[src/rtl/rv32c_fetch_pkg.sv]
// Shared types and helpers for the RV32C fetch queue: fetch FSM states,
// halfword width and the compressed-encoding test.
package rv32c_fetch_pkg;

  typedef enum logic [1:0] {
    IDLE = 2'd0,
    WAIT = 2'd1,
    DROP = 2'd2
  } fstate_t;

  localparam int HW_W = 16;

  function automatic logic is_compressed(input logic [HW_W-1:0] hw);
    return (hw[1:0] != 2'b11);
  endfunction

endpackage

[src/rtl/rv32c_hw_queue.sv]
// DEPTH-entry circular halfword queue: 0/1/2 pushes and 0/1/2 pops per cycle,
// flush to empty, and a view of the two oldest halfwords.
module rv32c_hw_queue
  import rv32c_fetch_pkg::*;
#(
  parameter  int DEPTH = 8,
  localparam int PW    = $clog2(DEPTH),
  localparam int CW    = PW + 1
) (
  input  logic            i_clk,
  input  logic            i_rst,
  input  logic            i_flush,
  input  logic [1:0]      i_push_n,
  input  logic [HW_W-1:0] i_push_hw0,
  input  logic [HW_W-1:0] i_push_hw1,
  input  logic [1:0]      i_pop_n,
  output logic [CW-1:0]   o_count,
  output logic [HW_W-1:0] o_hw0,
  output logic [HW_W-1:0] o_hw1
);

  logic [HW_W-1:0] r_mem [DEPTH];
  logic [PW-1:0]   r_head;
  logic [PW-1:0]   r_tail;
  logic [CW-1:0]   r_count;
  logic [PW-1:0]   w_tail_p1;
  logic [PW-1:0]   w_head_p1;

  assign w_tail_p1 = r_tail + PW'(1);
  assign w_head_p1 = r_head + PW'(1);

  // Pointer and occupancy update; a push and a pop in one cycle both apply.
  always_ff @(posedge i_clk) begin
    if (i_rst || i_flush) begin
      r_head  <= PW'(0);
      r_tail  <= PW'(0);
      r_count <= CW'(0);
    end else begin
      r_head  <= r_head + PW'(i_pop_n);
      r_tail  <= r_tail + PW'(i_push_n);
      r_count <= r_count + CW'(i_push_n) - CW'(i_pop_n);
    end
  end

  // Storage write; the first pushed halfword lands at the tail.
  always_ff @(posedge i_clk) begin
    if (!i_rst && !i_flush) begin
      if (i_push_n != 2'd0) begin
        r_mem[r_tail] <= i_push_hw0;
      end
      if (i_push_n == 2'd2) begin
        r_mem[w_tail_p1] <= i_push_hw1;
      end
    end
  end

  assign o_count = r_count;
  assign o_hw0   = r_mem[r_head];
  assign o_hw1   = r_mem[w_head_p1];

endmodule

[src/rtl/rv32c_fetch_queue.sv]
// RV32C fetch front-end: single-outstanding word fetch into a halfword queue,
// 16/32-bit re-alignment at the head, and redirect flush with stale-data drop.
module rv32c_fetch_queue
  import rv32c_fetch_pkg::*;
#(
  parameter logic [31:0] RESET_PC = 32'h0000_0200,
  parameter int          DEPTH    = 8
) (
  input  logic        i_clk,
  input  logic        i_rst,
  output logic        o_imem_req,
  output logic [31:0] o_imem_addr,
  input  logic        i_imem_gnt,
  input  logic        i_imem_rvalid,
  input  logic [31:0] i_imem_rdata,
  input  logic        i_redirect_en,
  input  logic [31:0] i_redirect_pc,
  output logic        o_dec_valid,
  input  logic        i_dec_ready,
  output logic [31:0] o_dec_inst,
  output logic [31:0] o_dec_pc,
  output logic        o_dec_is_c
);

  localparam int CW = $clog2(DEPTH) + 1;
  localparam logic [CW:0] LP_DEPTH = (CW+1)'(DEPTH);

  fstate_t     r_fstate;
  logic [31:0] r_fetch_pc;
  logic        r_skip_low;
  logic [31:0] r_dec_pc;
  logic [31:0] r_last_inst;
  logic        r_last_is_c;

  logic [CW-1:0]   w_count;
  logic [HW_W-1:0] w_hw0;
  logic [HW_W-1:0] w_hw1;
  logic            w_is_c;
  logic [31:0]     w_inst;
  logic            w_head_ok;
  logic [CW:0]     w_inflight;
  logic [CW:0]     w_used;
  logic            w_flush;
  logic            w_push;
  logic            w_pop;
  logic            w_fire_gnt;
  logic [1:0]      w_push_n;
  logic [HW_W-1:0] w_push_hw0;
  logic [HW_W-1:0] w_push_hw1;
  logic [1:0]      w_pop_n;
  logic            w_unused;

  assign w_unused = i_redirect_pc[0];

  rv32c_hw_queue #(.DEPTH(DEPTH)) u_queue (
    .i_clk      (i_clk),
    .i_rst      (i_rst),
    .i_flush    (i_redirect_en),
    .i_push_n   (w_push_n),
    .i_push_hw0 (w_push_hw0),
    .i_push_hw1 (w_push_hw1),
    .i_pop_n    (w_pop_n),
    .o_count    (w_count),
    .o_hw0      (w_hw0),
    .o_hw1      (w_hw1)
  );

  // Head decode: a 32-bit instruction needs both halves resident.
  assign w_is_c    = is_compressed(w_hw0);
  assign w_inst    = w_is_c ? {16'h0000, w_hw0} : {w_hw1, w_hw0};
  assign w_head_ok = w_is_c ? (w_count != CW'(0)) : (w_count >= CW'(2));

  // Halfwords already promised to the queue by the outstanding request.
  assign w_inflight = (r_fstate == WAIT) ? (r_skip_low ? (CW+1)'(1) : (CW+1)'(2))
                                         : (CW+1)'(0);
  assign w_used     = {1'b0, w_count} + w_inflight;

  assign w_flush     = i_rst | i_redirect_en;
  assign o_imem_req  = (r_fstate == IDLE) && ((w_used + (CW+1)'(2)) <= LP_DEPTH) && !w_flush;
  assign o_imem_addr = r_fetch_pc;
  assign o_dec_valid = w_head_ok && !w_flush;
  assign o_dec_inst  = w_head_ok ? w_inst : r_last_inst;
  assign o_dec_is_c  = w_head_ok ? w_is_c : r_last_is_c;
  assign o_dec_pc    = r_dec_pc;

  assign w_fire_gnt = o_imem_req && i_imem_gnt;
  assign w_push     = (r_fstate == WAIT) && i_imem_rvalid && !w_flush;
  assign w_pop      = o_dec_valid && i_dec_ready;

  // Queue push/pop sizing; a misaligned target drops the low halfword.
  always_comb begin
    w_push_n   = 2'd0;
    w_push_hw0 = i_imem_rdata[15:0];
    w_push_hw1 = i_imem_rdata[31:16];
    w_pop_n    = 2'd0;
    if (w_push) begin
      if (r_skip_low) begin
        w_push_n   = 2'd1;
        w_push_hw0 = i_imem_rdata[31:16];
      end else begin
        w_push_n = 2'd2;
      end
    end else begin
      w_push_n = 2'd0;
    end
    if (w_pop) begin
      w_pop_n = w_is_c ? 2'd1 : 2'd2;
    end else begin
      w_pop_n = 2'd0;
    end
  end

  // Fetch FSM, PCs and the held decode value; redirect outranks everything.
  always_ff @(posedge i_clk) begin
    if (i_rst) begin
      r_fstate    <= IDLE;
      r_fetch_pc  <= {RESET_PC[31:2], 2'b00};
      r_skip_low  <= RESET_PC[1];
      r_dec_pc    <= {RESET_PC[31:1], 1'b0};
      r_last_inst <= 32'h0000_0000;
      r_last_is_c <= 1'b0;
    end else if (i_redirect_en) begin
      r_fetch_pc <= {i_redirect_pc[31:2], 2'b00};
      r_skip_low <= i_redirect_pc[1];
      r_dec_pc   <= {i_redirect_pc[31:1], 1'b0};
      // A response still owed by the fabric must be swallowed in DROP.
      case (r_fstate)
        IDLE:    r_fstate <= i_imem_gnt ? DROP : IDLE;
        WAIT:    r_fstate <= i_imem_rvalid ? IDLE : DROP;
        DROP:    r_fstate <= i_imem_rvalid ? IDLE : DROP;
        default: r_fstate <= IDLE;
      endcase
    end else begin
      case (r_fstate)
        IDLE: begin
          if (w_fire_gnt) begin
            r_fetch_pc <= r_fetch_pc + 32'd4;
            r_fstate   <= WAIT;
          end
        end
        WAIT: begin
          if (i_imem_rvalid) begin
            r_skip_low <= 1'b0;
            r_fstate   <= IDLE;
          end
        end
        DROP: begin
          if (i_imem_rvalid) begin
            r_fstate <= IDLE;
          end
        end
        default: r_fstate <= IDLE;
      endcase
      if (w_pop) begin
        r_dec_pc <= r_dec_pc + (w_is_c ? 32'd2 : 32'd4);
      end
      if (w_head_ok) begin
        r_last_inst <= w_inst;
        r_last_is_c <= w_is_c;
      end
    end
  end

endmodule

[config.mk]
export PLATFORM = sky130hd
export DESIGN_NAME = rv32c_fetch_queue
export DESIGN_NICKNAME = d
export VERILOG_FILES = /design/src/rtl/rv32c_fetch_pkg.sv /design/src/rtl/rv32c_hw_queue.sv /design/src/rtl/rv32c_fetch_queue.sv
export SDC_FILE = /design/constraint.sdc
export NUM_CORES = 1
export LEC_CHECK = 0
export CORE_MARGIN = 1
export CORE_UTILIZATION = 25
export DETAILED_ROUTE_END_ITERATION = 8
export SLEW_MARGIN = 10
export SYNTH_ARGS = -nofsm -noshare
export SYNTH_HDL_FRONTEND = slang
export SYNTH_SLANG_ARGS = --single-unit
[constraint.sdc]
create_clock -name i_clk -period 4.1 [get_ports i_clk]
set_input_delay 0.82 -clock i_clk [delete_from_list [all_inputs] [get_ports i_clk]]
set_output_delay 0.82 -clock i_clk [all_outputs]
set_load 0.005 [all_outputs]
Word level (Yosys, flattened, before mapping):

Memory sizes are Yosys's and may differ from the RTL's. A register that Yosys moved wholly into a read port is not among the register bits.
Cells that the tools add are included.

* output and inout bits: 99
* input port bits: 70
* RAM bits: 128
* memories: 1
* register bits: 110
* logic and storage cells: 92

* muxes and demuxes: 35
* order comparisons: 2
* reductions and logical operators: 26
* add/sub/neg operators: 10
* bitwise logic cells: 1
* equal/unequal tests: 6

Memories
* u_queue.r_mem: depth 8, bits a word 16, read ports 2, clocked after Yosys merged registers in 1, write ports 2, RTL line rv32c_hw_queue.sv:22 `logic [HW_W-1:0] r_mem [DEPTH];`

Operator list (number)
* $mux W32: 7
* $add A32 B3 Y32: 1
* $add A32 B3 Y32 const B: 1
* $mux W16: 2
* $mux W2: 11
* $reduce_bool A2 Y1: 6
* $mux W1: 11
* $logic_and A1 B1 Y1: 8
* $pmux W2 S2: 2
* $reduce_and A2 Y1: 4
* $add A3 B1 Y3 const B: 2
* $add A3 B2 Y3: 2
* $mux W3: 2
* $add A4 B2 Y5: 1
* $add A5 B2 Y5 const B: 1
* $le A5 B4 Y1 const B: 1
* $add A4 B2 Y4: 1
* $eq A2 B2 Y1 const B: 2
* $ge A4 B2 Y1 const B: 1
* $reduce_bool A4 Y1: 1
* $reduce_or A2 Y1: 2
* $sub A4 B2 Y4: 1
* $logic_not A1 Y1: 3
* $ne A3 B1 Y1 const B: 1
* other kinds (6): 6

Longest topological paths before layout:

Gate-level depths: netlist (run 1).

* word-level depth: 11
* mapped depth: 15
* depth with buffers taken out: 14

By module:

A second synthesis (run 1) with hierarchy kept.

* cells, all modules: 1157
* area, all modules: 13720.7 sq um

By module, submodules not included
* rv32c_hw_queue: instances 1, cells an instance 460, area each 8040.2 sq um
* rv32c_fetch_queue: instances 1, cells an instance 697, area each 5680.4 sq um

Worst setup path before layout (run 1):

Ideal clock, no wire load.

* path kind: register to register
* start: reg u_queue.r_head[0] (netlist name)
* end: reg r_dec_pc[23], in the netlist o_dec_pc[23]
* library setup time: 120 ps
* arrival: 3385 ps
* cell stages (with the launch flop): 14
* path buffers: 1
* setup slack: 595 ps
* clock period less this slack: 3505 ps
* required time: 3980 ps
* cells stage by stage: dfxtp_1 > buf_6 > mux4_2 > mux2_2 > nand2_1 > ha_1 > inv_1 > fa_1 > and3b_1 > and4_1 > nand2_1 > a2111o_1 > and2_1 > o31a_1

RTL lines
* end signal, assigned: RTL line rv32c_fetch_queue.sv:119 `r_dec_pc <= {RESET_PC[31:1], 1'b0};`
* end signal, assigned: RTL line rv32c_fetch_queue.sv:125 `r_dec_pc <= {i_redirect_pc[31:1], 1'b0};`
* end signal, assigned: RTL line rv32c_fetch_queue.sv:155 `r_dec_pc <= r_dec_pc + (w_is_c ? 32'd2 : 32'd4);`
* end, declared: RTL line rv32c_fetch_queue.sv:31 `logic [31:0] r_dec_pc;`

Worst setup path in the final report (run 1):

* start: reg u_queue.r_head[0]
* end: out o_dec_inst[24]

* longest elaborated chain between the ends: 4

RTL lines
* start, declared: RTL line rv32c_hw_queue.sv:23 `logic [PW-1:0] r_head;`
* start signal, assigned: RTL line rv32c_hw_queue.sv:39 `r_head <= r_head + PW'(i_pop_n);`
* $add A3 B1 Y3: RTL line rv32c_hw_queue.sv:30 `assign w_head_p1 = r_head + PW'(1);`
* $mem_v2 Z8 W16
* $mux W32: RTL line rv32c_fetch_queue.sv:70 `assign w_inst = w_is_c ? {16'h0000, w_hw0} : {w_hw1, w_hw0};`
* $mux W32
* end, declared: RTL line rv32c_fetch_queue.sv:20 `output logic [31:0] o_dec_inst,`

No other way between the ends.

==> metrics.csv, run 1 <==
metric;value;unit
status;finished, final reports clean;
hp-class;reg -> reg;
synth.avg_cell_area;10.3;µm²
grt_pass1_wl;64800;µm
netSwitchingFraction;0.234;
grt_start_max_net_pins;53;
yosys_register_bits;235;
clockPowerShare;0.451;
peakVddDrop;292;µV
drv_cap;0;
synthesis.area;0.0131;mm²
async_flop_share;0;
numClockSinks;235;
required;3280;ps
drc;0;
netlist_top_cells_area;edfxtp_1, dfxtp_1, mux4_2, a21oi_1, nor2_1;
ant_nets;0;
yosysUniqueCellTypes;67;
die_w;231;µm
cts_tree;yes;
syn_inst;1278;
tns;0;ps
yosys_warnings;0;
syn_to_final_growth;27.4;%
post_dp_cell_area;0.0157;mm²
max_slew_margin;0.414;
p_total;5.48;mW
via_count;10945;
path_clk_slew;60;ps
setup_viol;0;
fin_crit_sh;0.976;
clockRootBuffer;clkbuf_16;
nets;1536;
numPortBuffers;164;
combinationalPowerShare;0.078;
hold_ws;495;ps
drt_iter0_drc;919;
drt_wl_total;43500;µm
p_sw;1.28;mW
die-area;0.0533;mm²
numCtsBuffers;27;
synth_edf_count;128;
viasPerCell;5.11;
worst_pin_slew;877;ps
critPathCaptureType;output port;
clk_latency;550;ps
core;0.0515;mm²
io_pins;169;
yosysTopAreaCellShare;0.293;
setup_ws;99.9;ps
cp_max_fo;9;
finalInstanceArea;0.0167;mm²
pwr-share-seq;0.471;
gp_congestion;0.823;
grt_pass1_vias;10588;
synth_area_leader_cell;edfxtp_1;
maxSlewViolCount;0;
htree_num_levels;1;
startpoint_type;flop;
crit_arrival;3180;ps
p_leak;5.80;nW
fin_crit;4000;ps
place_ws;238;ps
synthFlopType;edfxtp_1;
skew;11.7;ps
finalHoldViolCount;0;
hpwl;29700;µm
clock.fmax;250;MHz
intPower;4.20;mW
drtPass1Iterations;6;
die_height;231;µm
cts_buffer_depth;3;
dp.cells;2089;
grt-ovfl-total;0;
yosysSeqAreaShare;0.457;
rows;83;
post_drt_wl_per_cell;20.3;µm
postCtsHoldBufs;0;
final_cells;2143;
antenna_found_initial;4;
grtUsageTotal;0.158;
start_util;0.254;
powerDensity;328;mW/mm²
layout-drive-gt1-share;0.132;
final_util;0.324;
worstSetupPathType;reg -> out;
==> cells in the final DEF, fill, tap and decap left out, types with 6 or more instances in the layout <==
cell / netlist / routed
a211oi_1: 39 / 39
a21boi_0: 20 / 20
a21o_1: 18 / 18
a21oi_1: 171 / 165
a21oi_2: 1 / 7
a31oi_1: 7 / 7
a32o_1: 16 / 16
and2_1: 10 / 10
and3_1: 8 / 8
and4_1: 6 / 6
buf_4: 3 / 47
clkbuf_16: 0 / 29
clkdlybuf4s50_1: 0 / 160
dfxtp_1: 107 / 105
edfxtp_1: 128 / 128
fa_1: 6 / 6
ha_1: 19 / 19
inv_1: 49 / 49
mux2i_1: 48 / 47
mux4_2: 64 / 64
nand2_1: 83 / 80
nand2b_1: 6 / 6
nand3_1: 21 / 21
nand4_1: 15 / 15
nor2_1: 191 / 189
nor3_1: 10 / 10
o21a_1: 16 / 16
o21ai_0: 16 / 11
xnor2_1: 26 / 26
xor2_1: 22 / 22
==> worst max-delay path, stage by stage, from the launching register on <==
cell and delay, ps:
dfxtp_4 400, mux4_2 530, mux2_2 340, nand2_2 130, inv_1 130, nand2_4 150, clkbuf_16 190, a21oi_1 90
a21o_1 190, clkdlybuf4s50_1 460
==> per-layer routing <==
metal,track usage,part of all wire,vias up
met3,0.0285,0.071,72
met5,0,0.00053,-
li1,-,-,5059
met4,0.0495,0.026,4
met2,0.273,0.50,410
met1,0.197,0.41,5400
==> worst paths after layout <==
| path | cells past startpoint | endpoint | slack [ps] | start |
|---|---|---|---|---|
| max | 9 | o_dec_inst[24] | 100 | u_queue.r_head[0]$_SDFF_PP0_ |
| min reg2reg | 2 | r_last_inst[1]$_SDFFE_PP0N_ | 500 | r_last_inst[1]$_SDFFE_PP0N_ |
| max reg2reg | 12 | o_dec_pc[29]$_SDFFE_PP0P_ | 320 | u_queue.r_head[0]$_SDFF_PP0_ |
| min | 2 | r_last_inst[1]$_SDFFE_PP0N_ | 500 | r_last_inst[1]$_SDFFE_PP0N_ |
==> kinds of logic (layout without fill, tap and decap cells) <==
kind of cell / Yosys count / count (layout) / share of synthesized area
DFF: 235 / 235 / 0.457
and+or+nand+nor: 374 / 374 / 0.125
other: 1 / 4 / 0.000286
muxes: 114 / 114 / 0.148
AOI/OAI and AO/OA: 345 / 345 / 0.169
buffers and inverters: 136 / 318 / 0.0410
adders and majority gates: 25 / 25 / 0.0273
xor gates and xnor gates: 48 / 48 / 0.0321
==> registers in the layout, summed over array words and instances, names as in the netlist <==
signal / flops
u_queue.r_head: 3
o_dec_pc: 31
u_queue.o_count: 4
u_queue.r_tail: 3
r_last_inst: 32
u_queue.r_mem: 128
o_imem_addr: 30
r_last_is_c: 1
r_fstate: 2
r_skip_low: 1
==> power by group through the flow <==
stage                     registers, mW  clock network [mW]  logic (mW)
after floorplan                    2.62                   0       0.184
after global placement             2.63                   0       0.417
after detailed placement           2.63                   0       0.424
after CTS                          2.58                2.53       0.426
after global routing               2.59                2.61       0.466
final                              2.58                2.47       0.428
==> layout make-up <==
type | count | area [µm²]
timing repair buffer | 217 | 2110
multi-input combinational | 909 | 6650
clock inverter | 16 | 168
clock buffer | 34 | 732
fill | 5237 | 34800
antenna | 1 | 2.50
tap | 680 | 851
inverter | 51 | 191
sequential | 235 | 5990
==> Yosys cell counts, types with 6 or more instances <==
cell type / instances
nand4_1: 15
a21oi_1: 171
nand2_1: 83
o21ai_0: 16
xor2_1: 22
nand3_1: 21
a21o_1: 18
a211oi_1: 39
buf_1: 10
clkbuf_1: 65
a32o_1: 16
and4_1: 6
mux2i_1: 48
a21boi_0: 20
and2_1: 10
nor2_1: 191
dfxtp_1: 107
a31oi_1: 7
o21a_1: 16
fa_1: 6
buf_2: 6
edfxtp_1: 128
inv_1: 49
and3_1: 8
xnor2_1: 26
nand2b_1: 6
ha_1: 19
nor3_1: 10
mux4_2: 64
==> repair_timing <==
item,in CTS,in global routing
endpoints found under the setup margin,12,27
resized for setup,5,10
setup buffers,0,1
gates cloned,0,2
Note: power is estimated with default switching activity, not from simulation.
==> run 2: changes to the inputs <==
Settings changed: GPL_TIMING_DRIVEN from default to 0.
==> run 2 against run 1 <==
  * Setup slack worse by 11 ps
  * Wire length up 9.7%
  * Via count up 4.7%
  * Utilization up 0.62 points
  * Cell area up 1.9%
  * Non-clock buffer count up 45
  * Clock skew up 17 ps
  * Sequential share of layout area down 0.69 points
  * First-iteration DRC count up 6.9%
  * Cell count up 2.0%
==> metrics.csv, run 2 (same netlist as run 1, synthesis figures left out) <==
metric;value;unit
numCtsBuffers;27;
post_drt_wl_per_cell;21.8;µm
largest_register;u_queue.r_mem;
mostFrequentLayoutCell;nor2_1;
powerDensity;329;mW/mm²
drtPass1Iterations;6;
clockPowerShare;0.458;
layout-drive-gt1-share;0.135;
core;0.0515;mm²
startpoint_type;flop;
drt_iter0_drc;982;
peakVddDrop;298;µV
rows;83;
p_sw;1.35;mW
reg2regPathDepth;15;
hpwl;36400;µm
netSwitchingFraction;0.241;
hp-class;reg -> reg;
critPathCaptureType;output port;
viasPerCell;5.24;
setup_viol;0;
hold_ws;498;ps
die_w;231;µm
worst_pin_slew;1030;ps
min-delay-start;r_last_inst[0]$_SDFFE_PP0N_;
numClockSinks;235;
fin_crit;4010;ps
pwr-share-seq;0.462;
path_clk_slew;60;ps
max_slew_margin;0.310;
ant_nets;0;
combinationalPowerShare;0.080;
fin_crit_sh;0.978;
rrSetupSlack;170;ps
grt-ovfl-total;0;
min_to;r_last_inst[0]$_SDFFE_PP0N_;
cts_buffer_depth;3;
tns;0;ps
io_pins;169;
crit_arrival;3190;ps
drt_wl_total;47700;µm
cp_max_fo;10;
p_leak;5.91;nW
r2r_end;o_imem_addr[8]$_SDFFE_PP0P_;
drc;0;
setup_ws;89.3;ps
cts_tree;yes;
die_height;231;µm
die-area;0.0533;mm²
intPower;4.24;mW
rsz0062_at_grt;no;
clock.fmax;249;MHz
p_total;5.59;mW
num-fill-cells;5213;
skew;29.0;ps
dp.cells;2131;
htree_num_levels;1;
grt_start_max_net_pins;15;
grt_pass1_vias;11411;
gp_congestion;0.881;
hold_depth;2;
timing.rr.start;r_fstate[1]$_SDFFE_PP0P_;
maxSlewViolCount;0;
grt_pass1_wl;70800;µm
final_cell_mix;nor2_1, a21oi_1, clkdlybuf4s50_1, edfxtp_1, dfxtp_1;
n_antenna_cell;0;
numPortBuffers;163;
place_ws;-504;ps
grtUsageTotal;0.174;
largest_register_ffs;128;
antenna_found_initial;0;
clk_latency;570;ps
clockRootBuffer;clkbuf_16;
nets;1581;
status;finished, final reports clean;
drv_cap;0;
worstSetupPathType;reg -> out;
final_cells;2186;
required;3280;ps
syn_to_final_growth;29.9;%
finalHoldViolCount;0;
start_util;0.254;
via_count;11457;
## run 2: cell types whose count changed in the layout (fill, tap and decap cells not counted), sizes merged
cell           before  now
inv                53   52
diode               1    0
clkbuf             37   95
buf                51   36
clkdlybuf4s15       0    2
dlygate4sd2         1    7
clkdlybuf4s50     160  153
dlymetal6s2s        2    3
## run 2: how the worst max path moves through the flow
stage	endpoint	from	slack (ps)	cells after the start
floorplan	o_dec_pc[23]$_SDFFE_PP0P_	u_queue.r_head[0]$_SDFF_PP0_	600	13
global route	o_dec_inst[3]	u_queue.r_head[0]$_SDFF_PP0_	10	10
CTS	o_dec_inst[21]	u_queue.r_head[0]$_SDFF_PP0_	-10	7
finish	o_dec_inst[21]	u_queue.r_head[0]$_SDFF_PP0_	90	10
global placement	u_queue.r_mem[2][8]$_DFFE_PP_	i_rst	-1210	5
detailed placement	o_dec_inst[3]	u_queue.r_head[2]$_SDFF_PP0_	-500	7
## run 2: what timing repair did
| item | in CTS | in global routing |
|---|---|---|
| hold buffers | 0 | 0 |
| setup endpoints to repair | 41 | 29 |
| buffers inserted | 7 | 1 |
| hold endpoints to repair | 0 | 0 |
| pin swaps | 2 | 1 |
| gates resized for setup | 81 | 23 |
## run 2: layer usage
layer | up-vias | global-route usage | part of all wire
met2 | 591 | 0.308 | 0.50
met4 | 0 | 0.0550 | 0.024
li1 | 5139 | - | -
met5 | - | 0 | 0
met3 | 91 | 0.0327 | 0.090
met1 | 5636 | 0.212 | 0.39
## run 2: area by class of cell
class | count | area, µm² | area share
Timing Repair Buffer | 179 | 1800 | 0.106
Inverter | 51 | 191 | 0.0113
Clock buffer | 34 | 753 | 0.0443
Sequential cell | 235 | 5990 | 0.352
Clock inverter | 15 | 180 | 0.0106
Multi-Input combinational cell | 909 | 6820 | 0.401
Tap cell | 680 | 851 | 0.0500
Buffer | 83 | 433 | 0.0254
## run 2: worst max-delay path, stage by stage (launching register included)
cell	delay (ps)
dfxtp_2	370
buf_8	150
mux4_2	550
mux2_4	330
nand2_4	100
inv_2	70
nand2_4	90
buf_8	160
a21oi_1	100
a21o_1	240
clkdlybuf4s50_1	460
## run 2: power by group through the flow
stage | combinational, mW | sequential, mW | clock [mW]
after floorplan | 0.184 | 2.62 | 0
after global placement | 0.431 | 2.63 | 0
after detailed placement | 0.438 | 2.63 | 0
after CTS | 0.444 | 2.58 | 2.57
after global routing | 0.483 | 2.59 | 2.66
final | 0.448 | 2.58 | 2.56
## run 2: metrics by stage
step / utilization / area (µm²)
finish: 0.330 / 17000
global route: 0.330 / 17000
CTS: 0.329 / 16900
detailed placement: 0.306 / 15800
global placement: 0.303 / 15600
floorplan: - / 13100
==> run 3: changes to the inputs <==
Settings changed: ABC_AREA from default to 0.
==> results of run 3 <==
The final DEF is identical to that of run 2; final timing and power are the same.
